[src/rtl/mio_bus_ctrl.sv]
// -----------------------------------------------------------------------------
// mio_bus_ctrl
//   Memory/IO bus controller between the CPU's MIO port and N_SLV slaves.
//   A request is decoded to one slave by an address field, then held for that
//   slave's programmable number of wait states. After that the controller waits
//   for the slave's ready, and finally it returns a one-cycle MIO_ready pulse with the
//   read data. A watchdog ends any access that stays in ACCESS for TIMEOUT cycles.
//   It then returns ERR_DATA, sets the sticky bus_err flag and records the failing address.
//
// Ports
//   clk, reset          rising-edge clock, asynchronous active-high reset
//   CPU_MIO, mem_w      CPU request (held until MIO_ready) and write/read flag
//   Addr_out, Data_out  CPU address and write data
//   Data_in, MIO_ready  read data to CPU and one-cycle completion pulse
//   slv_sel, slv_we     one-hot slave select and write strobe (ACCESS only)
//   slv_addr, slv_wdata latched address / write data presented to slaves
//   slv_rdata, slv_rdy  packed per-slave read data and ready
//   slv_wait            packed per-slave wait-state counts
//   bus_err, err_addr   sticky timeout flag and address of last timed-out access
//   err_clr             clears bus_err / err_addr (a same-cycle timeout wins)
// -----------------------------------------------------------------------------
module mio_bus_ctrl #(
   parameter int                DATA_W   = 32,
   parameter int                ADDR_W   = 32,
   parameter int                N_SLV    = 4,
   parameter int                SEL_LSB  = 28,
   parameter int                WAIT_W   = 4,
   parameter int                TIMEOUT  = 64,
   parameter logic [DATA_W-1:0] ERR_DATA = DATA_W'(32'hDEAD_BEEF)
) (
   input  logic                     clk,
   input  logic                     reset,
   input  logic                     CPU_MIO,
   input  logic                     mem_w,
   input  logic [ADDR_W-1:0]        Addr_out,
   input  logic [DATA_W-1:0]        Data_out,
   output logic [DATA_W-1:0]        Data_in,
   output logic                     MIO_ready,
   output logic [N_SLV-1:0]         slv_sel,
   output logic                     slv_we,
   output logic [ADDR_W-1:0]        slv_addr,
   output logic [DATA_W-1:0]        slv_wdata,
   input  logic [N_SLV*DATA_W-1:0]  slv_rdata,
   input  logic [N_SLV-1:0]         slv_rdy,
   input  logic [N_SLV*WAIT_W-1:0]  slv_wait,
   output logic                     bus_err,
   input  logic                     err_clr,
   output logic [ADDR_W-1:0]        err_addr
);

   localparam int SEL_W = $clog2(N_SLV);
   // One spare bit so TIMEOUT-1 always fits, whatever TIMEOUT is.
   localparam int TC_W  = $clog2(TIMEOUT) + 1;
   localparam logic [TC_W-1:0] TC_LAST = TC_W'(TIMEOUT - 1);

   typedef enum logic [1:0] {
      IDLE   = 2'd0,
      ACCESS = 2'd1,
      DONE   = 2'd2
   } state_t;

   state_t            state, state_nxt;
   logic [SEL_W-1:0]  idx_q;
   logic [SEL_W-1:0]  req_idx;
   logic [WAIT_W-1:0] wcnt;
   logic [TC_W-1:0]   tcnt;
   logic              mem_w_q;
   logic              hit_rdy;
   logic              hit_timeout;

   assign req_idx   = Addr_out[SEL_LSB +: SEL_W];
   assign MIO_ready = (state == DONE);

   // NOTE: every signal written in an always_comb gets a default on entry;
   // a path that leaves one unassigned would infer a latch.
   always_comb begin
      state_nxt   = state;
      hit_rdy     = 1'b0;
      hit_timeout = 1'b0;
      unique case (state)
         IDLE: begin
            if (CPU_MIO) state_nxt = ACCESS;
         end
         ACCESS: begin
            // Wait states mask slv_rdy entirely; ready beats a same-edge timeout.
            if (wcnt == '0) begin
               if (slv_rdy[idx_q]) begin
                  hit_rdy   = 1'b1;
                  state_nxt = DONE;
               end else if (tcnt == TC_LAST) begin
                  hit_timeout = 1'b1;
                  state_nxt   = DONE;
               end
            end
         end
         DONE:    state_nxt = IDLE;
         default: state_nxt = IDLE;
      endcase
   end

   // Select and strobe are decoded from state, so an asynchronous reset
   // drops them in the same cycle.
   always_comb begin
      slv_sel = '0;
      if (state == ACCESS) slv_sel[idx_q] = 1'b1;
      slv_we = (state == ACCESS) && mem_w_q;
   end

   // NOTE: sequential state is assigned with non-blocking (<=) so every
   // register samples pre-edge values regardless of statement order.
   always_ff @(posedge clk or posedge reset) begin
      if (reset) state <= IDLE;
      else       state <= state_nxt;
   end

   always_ff @(posedge clk or posedge reset) begin
      if (reset) begin
         mem_w_q   <= 1'b0;
         slv_addr  <= '0;
         slv_wdata <= '0;
         idx_q     <= '0;
         wcnt      <= '0;
         tcnt      <= '0;
         Data_in   <= '0;
      end else begin
         if (state == IDLE && CPU_MIO) begin
            mem_w_q   <= mem_w;
            slv_addr  <= Addr_out;
            slv_wdata <= Data_out;
            idx_q     <= req_idx;
            wcnt      <= slv_wait[req_idx*WAIT_W +: WAIT_W];
            tcnt      <= '0;
         end
         if (state == ACCESS) begin
            tcnt <= tcnt + TC_W'(1);
            if (wcnt != '0) wcnt <= wcnt - WAIT_W'(1);
         end
         // Writes return zero so the CPU never sees stale read data.
         if (hit_rdy)
            Data_in <= mem_w_q ? '0 : slv_rdata[idx_q*DATA_W +: DATA_W];
         else if (hit_timeout)
            Data_in <= ERR_DATA;
      end
   end

   always_ff @(posedge clk or posedge reset) begin
      if (reset) begin
         bus_err  <= 1'b0;
         err_addr <= '0;
      end else if (hit_timeout) begin
         bus_err  <= 1'b1;
         err_addr <= slv_addr;
      end else if (err_clr) begin
         bus_err  <= 1'b0;
         err_addr <= '0;
      end
   end

endmodule

[config.mk]
export PLATFORM = sky130hd
export DESIGN_NAME = mio_bus_ctrl
export DESIGN_NICKNAME = d
export VERILOG_FILES = /design/src/rtl/mio_bus_ctrl.sv
export SDC_FILE = /design/constraint.sdc
export NUM_CORES = 1
export LEC_CHECK = 0
export ABC_AREA = 1
export BUFFER_PORTS_ARGS = -buffer_cell sky130_fd_sc_hd__buf_2
export CORE_ASPECT_RATIO = 0.75
export CORE_MARGIN = 1.5
export CORE_UTILIZATION = 30
export CTS_CLUSTER_DIAMETER = 40
export DETAILED_ROUTE_END_ITERATION = 6
export GPL_TIMING_DRIVEN = 0
export PLACE_DENSITY = 0.56
export SYNTH_ARGS = -nofsm -noshare
export SYNTH_HDL_FRONTEND = slang
export SYNTH_SLANG_ARGS = --single-unit
[constraint.sdc]
create_clock -name clk -period 5.7 [get_ports clk]
set_input_delay 1.14 -clock clk [delete_from_list [all_inputs] [get_ports clk]]
set_output_delay 1.14 -clock clk [all_outputs]
set_load 0.05 [all_outputs]
==> qor.txt <==
Avg Synthesized Cell Area - 7.16 um2
Max Slew Vio Count - 0
Unrepaired setup endpoints after global routing - false
Number of vias per cell - 4.47
Initial core utilization - 30.8%
Share of cells above drive strength 1 - 31.1%
Slew headroom - 53.6%
Setup ws final - 2640 ps
CTS Sinks - 143
Die Y - 139 um
Layout area overhead - 37.5%
Yosys cell types - 31
Vias in the first global route - 7,351
Endpoints failing setup - 0
Via count - 7,839
Status - finished clean
Clock slew at reported path FFs - 60 ps
Most common flop cell mapped by yosys - dfrtp_1
WL per Instance - 14.8 um
Crit-path cells - buf_6 > inv_2 > buf_1 > nor3_1 > buf_2
RePlAce Congestion - 0.876
Number of post-CTS setup repair buffers - 0
Post-CTS Hold Buffers - 0
Initial antenna violation count - 1
YS warnings - 0
FMAX - 327 MHz
Global route overflow - 0
Final hold violation count - 0
R2R cell count - 7
Diodes inserted - 0
# port buffers - 350
Total power after layout - 5900 uW
Clock Path Buffers - 2
Pwr dens - 576 nW/um2
TritonCTS Buffers - 17
Core Region - 24,200 um2
Core Util, Final - 42.4%
Worst Path Buf+Inv - 4
Final Critical Period - 3060 ps
First-pass GRT wire length - 40,900 um
Synth Register Bits - 143
Hold Path Class - reg2reg
Static leakage - 0.00598 uW
Max Cap Violations - 0
Syn Inst Count - 1,040
Clk root buf - clkbuf_16
Syn Nets - 1,259
Max FO, Critical Path - 10
Drt initial violations - 473
Asr flop ratio synth - 100%
Final instance area - 10,200 um2
Clock Latency Late Sink - 430 ps
DP Worst Slack - 3070 ps
Slowest stage cell on the critical path - buf_1
Final period util - 53.7%
Arrival time worst endpoint - 1920 ps
CTS tree - built
Worst path top cell family by delay - buffers and inverters
DP Area - 9650 um2
Setup Crit Path Kind - reg2out
Detailed Place HPWL - 20,300 um
Total track usage - 20.5%
Std-Cell Rows - 49
Most common cell after layout, fill and taps aside - nand2_1
Routed WL - 26,000 um
EDFF count, synth - 0
First-pass DRT Iterations - 5
H-tree depth - 4
I/O pin count - 352
Setup crit end kind - output pin
Post-CTS resize count - 0
Skew final - 8.49 ps
Die footprint - 25,800 um2
Seq/Total Area, Yosys - 48.0%
Final antenna-violating net count - 0
Critical Path Start Type - register
Drt drc - 0
Least-Margin Pin Slew - 696 ps
CP max stage delay - 430 ps
Die Width - 185 um
Commonest cells after routing, fill and taps aside - nand2_1, buf_2, dfrtp_1
Largest net degree at the start of global routing - 74
Mapped Area - 7450 um2
NumNets Final - 1,629
Max IR drop VDD - 327 uV
WP depth - 5
CP required - 4560 ps
Cell depth of the worst hold path - 2
## registers in the layout, indices dropped and copies added, names as in the netlist
signal / count
Data_in: 32
mem_w_q: 1
slv_wdata: 32
bus_err: 1
wcnt: 4
err_addr: 32
tcnt: 7
slv_addr: 32
state: 2
## cells in the mapped netlist, types with 2 or more instances
| library cell | count | area (um2) |
|---|---|---|
| buf_1 | 10 | 37.5 |
| inv_2 | 6 | 22.5 |
| nor3_1 | 3 | 15.0 |
| a21oi_1 | 4 | 20.0 |
| clkbuf_1 | 18 | 67.6 |
| nand3_2 | 3 | 30.0 |
| buf_6 | 11 | 124 |
| nand2_1 | 651 | 2440 |
| nand3_1 | 60 | 300 |
| buf_2 | 22 | 110 |
| inv_1 | 16 | 60.1 |
| ha_1 | 2 | 25.0 |
| nand4_1 | 42 | 263 |
| o21ai_0 | 11 | 55.1 |
| nor2_1 | 15 | 56.3 |
| nand2_2 | 3 | 18.8 |
| nor2_8 | 2 | 40.0 |
| nor2_4 | 2 | 22.5 |
| xor2_1 | 2 | 17.5 |
| dfrtp_1 | 143 | 3580 |
| nor2_2 | 4 | 25.0 |
## cell type report
| cell class | instances | area [um2] |
|---|---|---|
| Timing Repair Buffer | 351 | 1780 |
| Tap cell | 331 | 414 |
| Multi-Input combinational cell | 811 | 3430 |
| Clock inverter | 11 | 131 |
| Buffer | 62 | 347 |
| Sequential cell | 143 | 3580 |
| Clock buffer | 21 | 460 |
| Fill cell | 2623 | 13900 |
| Inverter | 24 | 97.6 |
## worst reg2reg max path: cells and delay by family (launching register included)
kind / cells / cell delay (ps)
and+or+nand+nor: 4 / 770
buffers and inverters: 2 / 440
DFF: 1 / 360
adders and majority gates: 1 / 260
## through the flow
stage          std cells  hold WS [ps]  TNS, ps
2_1_floorplan       1040           458        0
3_3_place_gp        1721           453  -191830
3_5_place_dp        1722           454        0
4_1_cts             1754           470        0
5_1_grt             1754           489        0
6_report            1754           467        0
## kinds of logic (layout without fill, tap and decap cells)
kind of cell	Yosys count	after routing	share of synthesized area, %
fa+ha+maj	2	2	0.336
compound gates	19	19	1.66
flops	143	143	48.0
simple gates	788	788	43.8
buf+inv	86	469	5.90
xor+xnor	2	2	0.235
## power by group
group          switching [uW]  internal (uW)  total, uW
registers                 239           1370       1610
clock network             453            671       1120
logic                    2390            775       3160
total                    3080           2820       5900
## routing by layer
layer / wire [um] / global-route usage (%) / vias to the layer above / share of wire, %
li1: - / - / 3999 / -
met1: 12900 / 29.4 / 3574 / 49
met2: 11300 / 30.7 / 233 / 43
met3: 1500 / 5.00 / 31 / 5.8
met4: 373 / 5.43 / 2 / 1.4
met5: 12 / 0 / - / 0.046
## final timing paths
| path | from | to | slack [ps] |
|---|---|---|---|
| worst max register to register | wcnt[0] | err_addr[20] | 3810 |
| worst max-delay path | slv_addr[29] | slv_sel[2] | 2640 |
| min in group asynchronous | reset | slv_wdata[5] | 840 |
| max in group asynchronous | reset | slv_addr[23] | 4050 |
| worst min-delay path | Data_in[8] | Data_in[8] | 470 |
| worst min register to register | Data_in[8] | Data_in[8] | 470 |
No activity file was read; power rests on OpenSTA's default activity.
